<file path="src/rtl/serial_parity_deframer.sv">
// Serial-to-parallel deframer with even/odd parity and a one-word output buffer.
// Define SERIAL_PARITY_CHECK_EN to receive a trailing parity bit and flag parity_err.
module serial_parity_deframer #(
  parameter int DATA_W     = 8,
  parameter int MSB_FIRST  = 1,
  parameter int PARITY_ODD = 0,
  localparam int CNT_W     = $clog2(DATA_W+2)
) (
  input  logic              clk,
  input  logic              asyn_rst,
  input  logic              clr,
  input  logic              valid_in,
  input  logic              data_in,
  input  logic              out_ready,
  output logic [DATA_W-1:0] data_out,
  output logic              parity,
`ifdef SERIAL_PARITY_CHECK_EN
  output logic              parity_err,
`endif
  output logic              valid_out,
  output logic [CNT_W-1:0]  bit_cnt,
  output logic              busy,
  output logic              overrun
);

`ifdef SERIAL_PARITY_CHECK_EN
  localparam int FRAME_LEN = DATA_W + 1;
`else
  localparam int FRAME_LEN = DATA_W;
`endif

  localparam logic [CNT_W-1:0] LAST_IDX = CNT_W'(FRAME_LEN - 1);
  localparam logic             ODD      = 1'(PARITY_ODD);

  typedef enum logic {
    EMPTY = 1'b0,
    FULL  = 1'b1
  } out_state_e;

  out_state_e state_q, state_d;

  logic [DATA_W-1:0] sh_q, sh_d;
  logic              rpar_q;
  logic [CNT_W-1:0]  cnt_q;
  logic              shift_en;
  logic              done;
  logic              load;
  logic              ovr_set;
  logic [DATA_W-1:0] word_new;
  logic              par_new;
`ifdef SERIAL_PARITY_CHECK_EN
  logic              perr_new;
`endif

  assign shift_en = valid_in & ~clr;
  assign done     = shift_en & (cnt_q == LAST_IDX);

  always_comb begin
    sh_d = sh_q;
    if (MSB_FIRST != 0)
      sh_d = {sh_q[DATA_W-2:0], data_in};
    else
      sh_d = {data_in, sh_q[DATA_W-1:1]};
  end

  // In check mode the last bit is the sender's parity, not data.
`ifdef SERIAL_PARITY_CHECK_EN
  assign word_new = sh_q;
  assign par_new  = rpar_q ^ ODD;
  assign perr_new = data_in ^ par_new;
`else
  assign word_new = sh_d;
  assign par_new  = rpar_q ^ data_in ^ ODD;
`endif

  always_ff @(posedge clk) begin
    if (!asyn_rst) begin
      sh_q   <= '0;
      rpar_q <= 1'b0;
      cnt_q  <= '0;
    end else if (clr) begin
      sh_q   <= '0;
      rpar_q <= 1'b0;
      cnt_q  <= '0;
    end else if (valid_in) begin
      if (done) begin
        sh_q   <= '0;
        rpar_q <= 1'b0;
        cnt_q  <= '0;
      end else begin
        sh_q   <= sh_d;
        rpar_q <= rpar_q ^ data_in;
        cnt_q  <= cnt_q + 1'b1;
      end
    end
  end

  always_comb begin
    state_d = state_q;
    load    = 1'b0;
    ovr_set = 1'b0;
    unique case (state_q)
      EMPTY: begin
        if (done) begin
          state_d = FULL;
          load    = 1'b1;
        end
      end
      FULL: begin
        if (done) begin
          if (out_ready) load = 1'b1;
          else ovr_set = 1'b1;
        end else if (out_ready) begin
          state_d = EMPTY;
        end
      end
      default: state_d = EMPTY;
    endcase
  end

  always_ff @(posedge clk) begin
    if (!asyn_rst) begin
      state_q    <= EMPTY;
      data_out   <= '0;
      parity     <= 1'b0;
`ifdef SERIAL_PARITY_CHECK_EN
      parity_err <= 1'b0;
`endif
      overrun    <= 1'b0;
    end else begin
      state_q <= state_d;
      if (load) begin
        data_out   <= word_new;
        parity     <= par_new;
`ifdef SERIAL_PARITY_CHECK_EN
        parity_err <= perr_new;
`endif
      end
      if (clr) overrun <= 1'b0;
      else if (ovr_set) overrun <= 1'b1;
    end
  end

  assign valid_out = (state_q == FULL);
  assign bit_cnt   = cnt_q;
  assign busy      = |cnt_q;

endmodule

</file>
<file path="config.mk">
export PLATFORM = sky130hd
export DESIGN_NAME = serial_parity_deframer
export DESIGN_NICKNAME = d
export VERILOG_FILES = /design/src/rtl/serial_parity_deframer.sv
export SDC_FILE = /design/constraint.sdc
export NUM_CORES = 1
export LEC_CHECK = 0
export ABC_AREA = 0
export CORE_ASPECT_RATIO = 0.5
export CORE_UTILIZATION = 30
export DETAILED_ROUTE_END_ITERATION = 10
export GPL_ROUTABILITY_DRIVEN = 1
export PLACE_DENSITY = 0.66
export RECOVER_POWER = 50
export SYNTH_ARGS = -nofsm -noshare
export SYNTH_HDL_FRONTEND = slang
export SYNTH_SLANG_ARGS = --single-unit
</file>
<file path="constraint.sdc">
create_clock -name clk -period 1.2 [get_ports clk]
set_input_delay 0.24 -clock clk [delete_from_list [all_inputs] [get_ports clk]]
set_output_delay 0.24 -clock clk [all_outputs]
set_load 0.02 [all_outputs]
</file>
* Word level (Yosys, flattened, before mapping)
Index checks and enable logic that the tools add are counted.
** Operators by class
- $add $sub $neg :: 1
- Equality and inequality tests :: 1
- Mux-type cells :: 12
- Bitwise operators :: 6
- Reductions and logical operators :: 2
** Operator list (count)
- $mux W1 :: 8
- $mux W7 :: 1
- $add A4 B1 Y4 const B :: 1
- $eq A4 B3 Y1 const B :: 1
- $mux W4 :: 1
- $pmux W1 S2 :: 2
- $reduce_or A4 Y1 :: 1
- $not A1 Y1 :: 3
- $and A1 B1 Y1 :: 2
- $reduce_or A2 Y1 :: 1
- $xor A1 B1 Y1 :: 1
** Word-level totals
- Flip-flop bits (word level) :: 23
- Input bits :: 6
- Output and inout port bits :: 16
- Word-level logic and storage cells :: 29

* Depth between registers and ports, before layout
- Depth after elaboration :: 5
- Mapped depth :: 5
- Depth with buffers taken out :: 4

* Least setup slack after synthesis
OpenSTA, ideal clock, no wires.
- Kind :: register to register
- Start :: register cnt_q[0], in the netlist bit_cnt[0]
- End :: register data_out[0]
- Setup time :: 0.072 ns
- Arrival time :: 1.361 ns
- Data required time :: 1.128 ns
- Slack :: -0.232 ns
- Stages on the path, launching flop included :: 6
- Path buffers :: 1
- Period minus slack after synthesis :: 1.432 ns
- Cell sequence :: dfxtp_1 -> ha_1 -> nand3b_1 -> nor3_2 -> buf_6 -> mux2i_1
** On the way
- Cells in the longest elaborated chain, start to end :: 4
- Elaborated cells between the ends (all ways) :: 5
- Classes of those cells :: eq/ne: 1; mux: 3; bitwise: 1
** Ends and longest elaborated chain
- start, declared :: line 44 : logic [CNT_W-1:0] cnt_q;
- start signal, assigned :: line 93 : cnt_q <= cnt_q + 1'b1;
- $eq A4 B3 Y1 (*) :: line 56 : assign done = shift_en & (cnt_q == LAST_IDX);
- $and A1 B1 Y1 (*) :: line 56
- $mux W1, on equally long branches :: line 110, 104
- $pmux W1 S2 (*) :: line 102 : unique case (state_q)
- end signal, assigned :: line 133 : data_out <= word_new;
- end, declared :: line 15 : output logic [DATA_W-1:0] data_out,
Every way passes the cells marked *; elsewhere a longest branch is shown, timed or not.
A chain may end at the register's enable or synchronous reset.

* Worst setup path after layout
- Start :: register cnt_q[0], in the netlist bit_cnt[0]
- End :: register sh_q[6]
** On the way
- Cells in the longest elaborated chain, start to end :: 3
** Ends and longest elaborated chain
- $eq A4 B3 Y1 :: line 56
- $and A1 B1 Y1 :: line 56
- $mux W7 :: line 86 : if (done) begin
- end signal, assigned :: line 82 : sh_q <= '0;
- end signal, assigned :: line 87 : sh_q <= '0;
- end signal, assigned :: line 91 : sh_q <= sh_d;
- end, declared :: line 42 : logic [DATA_W-1:0] sh_q, sh_d;
No other way between the ends.

==> summary.md <==
| Metric | Value |
|---|---|
| Max Cap Viol | `0` |
| Hold WC Path Type | `reg -> reg` |
| Overall routing resource usage | `0.125` |
| Area fraction in compound gates after synthesis | `0.0782` |
| Cell Area, Placed | `1290 um2` |
| Number of setup violations in the final report | `19` |
| Post-synthesis adder-cell area fraction | `0.0265` |
| Area of all placed cells without fillers | `1380 um2` |
| Share of synthesized cell area in and, or, nand and nor gates | `0.207` |
| Tmin final | `1.39 ns` |
| Routed via count | `757` |
| DRC violations left | `0` |
| Growth of design area from synthesis to finish | `46.0%` |
| Count of antenna-violating nets left after detailed routing | `0` |
| Post-synthesis net count | `104` |
| Total instance count after detailed placement | `163` |
| Initial antenna violation count | `0` |
| Diodes inserted | `0` |
| Data arrival time at the worst-slack endpoint | `1.60 ns` |
| Vias in the first global route | `698` |
| Post-synthesis area per instance | `9.83 um2` |
| Post-synthesis async set-or-reset flop share | `0` |
| Category of the worst setup path launch point | `flip-flop` |
| Critical Path Fanout Max | `7` |
| Via density per instance | `4.45` |
| Layout Skew | `0.00284 ns` |
| Count of clock tree sinks | `23` |
| Final net count | `142` |
| Ratio of total power to cell area | `983 nW/um2` |
| Effective utilization at floorplan | `0.339` |
| Startpoint-to-endpoint class of the critical path | `reg -> reg` |
| Instance count of the mapped netlist | `96` |
| Iteration count of the initial detailed-routing pass | `4` |
| Site Rows | `13` |
| Top library cells by usage in the layout, fill and taps aside | `21 x dfxtp_1, 20 x nand2_1, 12 x buf_4, 10 x mux2i_1, 7 x clkdlybuf4s15_1` |
| CTS root buffer | `clkbuf_8` |
| Maximum root-to-sink buffer count | `2` |
| Status | `complete, but fails checks` |
| Global placer's final weighted congestion | `0.760` |
| Max Fclk | `717 MHz` |
| Parity-gate share of the synthesized area counting xor and xnor cells | `0.0371` |
| Library cells used by synthesis | `24` |
| Number of inserted filler cells in the final layout | `266` |
| Die Wd | `81.3 um` |
| Die Area | `3390 um2` |
| DRT Wirelength | `1900 um` |
| Post-synthesis sequential element count | `23` |
| Worst VDD drop | `441 uV` |
| Routed wirelength normalized by instance count | `11.2 um` |
| Fraction of synthesized area in multiplexers | `0.118` |
| Flop-to-flop setup slack | `-0.19 ns` |
| Number of DRC markers in iteration 0 | `20` |
| Cts bufs inserted | `3` |
| Cell type with the highest aggregate area in the netlist | `dfxtp_1` |
| IO buf count | `21` |
| Worst path setup slack after routing | `-0.194 ns` |
| Slew Limit Headroom | `0.804` |
| Most common cell after layout, fill and taps aside | `dfxtp_1` |
| Data required time of the critical path | `1.41 ns` |
| Global-route wire length before repair | `3170 um` |
| Gr ovfl total | `0` |
| Placeable core region | `2780 um2` |
| Fin crit share | `1.16` |
| Static Leak | `0.532 nW` |
| Share of the yosys chip area belonging to registers | `0.488` |
| Dominant combinational cell family by area after synthesis | `simple AND/OR/NAND/NOR gates` |
| TritonCTS clock tree | `yes` |
| Hold Vio Cnt, Final | `0` |
| Worst setup EP type | `flip-flop` |
| Slew at the pin with the worst max-slew slack | `0.294 ns` |
| Total negative slack for setup checks | `-2.85 ns` |
| EDFF count, synth | `0` |
| Unrepaired setup endpoints after global routing | `yes` |
| Count of non-filler cells in the finished layout | `170` |
| Share of Yosys cell area claimed by the top area cell type | `0.488` |
| Utilization after layout | `0.495` |
| Synth Cell Area | `943 um2` |
| Fraction of layout instances using a drive strength above 1 | `0.301` |
| Final max-slew violation count | `0` |
| Failing checks | `setup timing` |
| Cts-stage hold buffer count | `0` |
| Vertical die dimension | `41.7 um` |
| Top cells by area in the synthesized netlist | `dfxtp_1 49%, mux2i_1 11%, nand2_1 8.4%, a22o_1 5.6%, xor2_1 3.7%` |
| Number of primary I/O pins | `22` |
| Htree depth | `1` |
| Clock transition at the registers of the reported paths | `0.08 ns` |
| Clock insertion delay at the later pin of the skew report | `0.26 ns` |
| YS warnings | `0` |
| Pin count of the biggest net entering global routing | `20` |
| Flip-flop cell with the highest count after synthesis | `dfxtp_1` |
| Post-detailed-placement half-perimeter wirelength | `1290 um` |
==> flip-flops by register name, summed over array words and instances, names as in the netlist <==
register / flops
data_out: 8
rpar_q: 1
sh_q: 7
overrun: 1
bit_cnt: 4
parity: 1
valid_out: 1
==> final timing paths <==
check | startpoint | end | depth (start not counted)
worst min-delay path | data_out[0]$_SDFFE_PN0P_ | data_out[0]$_SDFFE_PN0P_ | 2
worst min register to register | data_out[0]$_SDFFE_PN0P_ | data_out[0]$_SDFFE_PN0P_ | 2
worst max-delay path | bit_cnt[0]$_SDFFE_PP0P_ | sh_q[6]$_SDFFE_PP0P_ | 5
worst max register to register | bit_cnt[0]$_SDFFE_PP0P_ | sh_q[6]$_SDFFE_PP0P_ | 5
==> metal layers <==
layer  track usage  share of wire  up-vias
li1              -              -      394
met1         0.170           0.51      345
met4        0.0429          0.020        0
met3        0.0396          0.037        4
met2         0.185           0.43       14
met5             0              0        -
==> cells in the mapped netlist, drive strengths merged (2+ instances only) <==
cell type / instances
xor2: 4
inv: 3
nand2: 21
nand2b: 3
dfxtp: 23
a22o: 6
buf: 5
nor3: 3
ha: 2
nor2: 6
mux2i: 10
==> what timing repair did <==
action,4_1_cts,5_1_grt
hold endpoints to repair,0,0
gates resized for setup,35,28
endpoints found under the setup margin,36,34
setup buffers,2,2
pin swaps,6,11
==> kinds of logic (layout without fill, tap and decap cells) <==
family,after synthesis,in the layout
AO/OA/AOI/OAI,9,9
multiplexers,11,11
flip-flops,23,23
buffers and inverters,8,45
XOR/XNOR,4,4
AND/OR/NAND/NOR,39,39
adder cells (fa/ha/maj),2,2
==> final cells by class <==
class	instances	area (um2)	share of cell area
Inverter	3	13.8	0.00999
Tap cell	37	46.3	0.0336
Clock buffer	3	41.3	0.0300
Multi-Input combinational cell	65	498	0.361
Clock inverter	1	5.00	0.00363
Sequential cell	23	468	0.340
Timing Repair Buffer	38	305	0.222
==> worst max-delay path: stages (launching register included) <==
cell and delay [ns]:
dfxtp_4 0.35, buf_6 0.12, ha_4 0.15, and3b_2 0.22
nor3b_4 0.30, a22o_1 0.20
==> power breakdown <==
| group | internal (W) | leakage, nW | switching (W) | total, W |
|---|---|---|---|---|
| Sequential | 0.000764 | 0.187 | 0.00000368 | 0.000768 |
| Clock | 0.000232 | 0.0255 | 0.000246 | 0.000478 |
| Combinational | 0.0000517 | 0.319 | 0.0000566 | 0.000108 |
| Total | 0.00105 | 0.532 | 0.000307 | 0.00135 |
==> stage by stage <==
stage	total power, W	worst slack (ns)	hold WS [ns]
floorplan	0.000839	-0.0133	0.382
global placement	0.000884	-0.313	0.443
detailed placement	0.000884	-0.364	0.453
CTS	0.00136	-0.199	0.462
global route	0.00143	-0.268	0.488
finish	0.00135	-0.194	0.459
No activity file was read; power rests on OpenSTA's default activity.
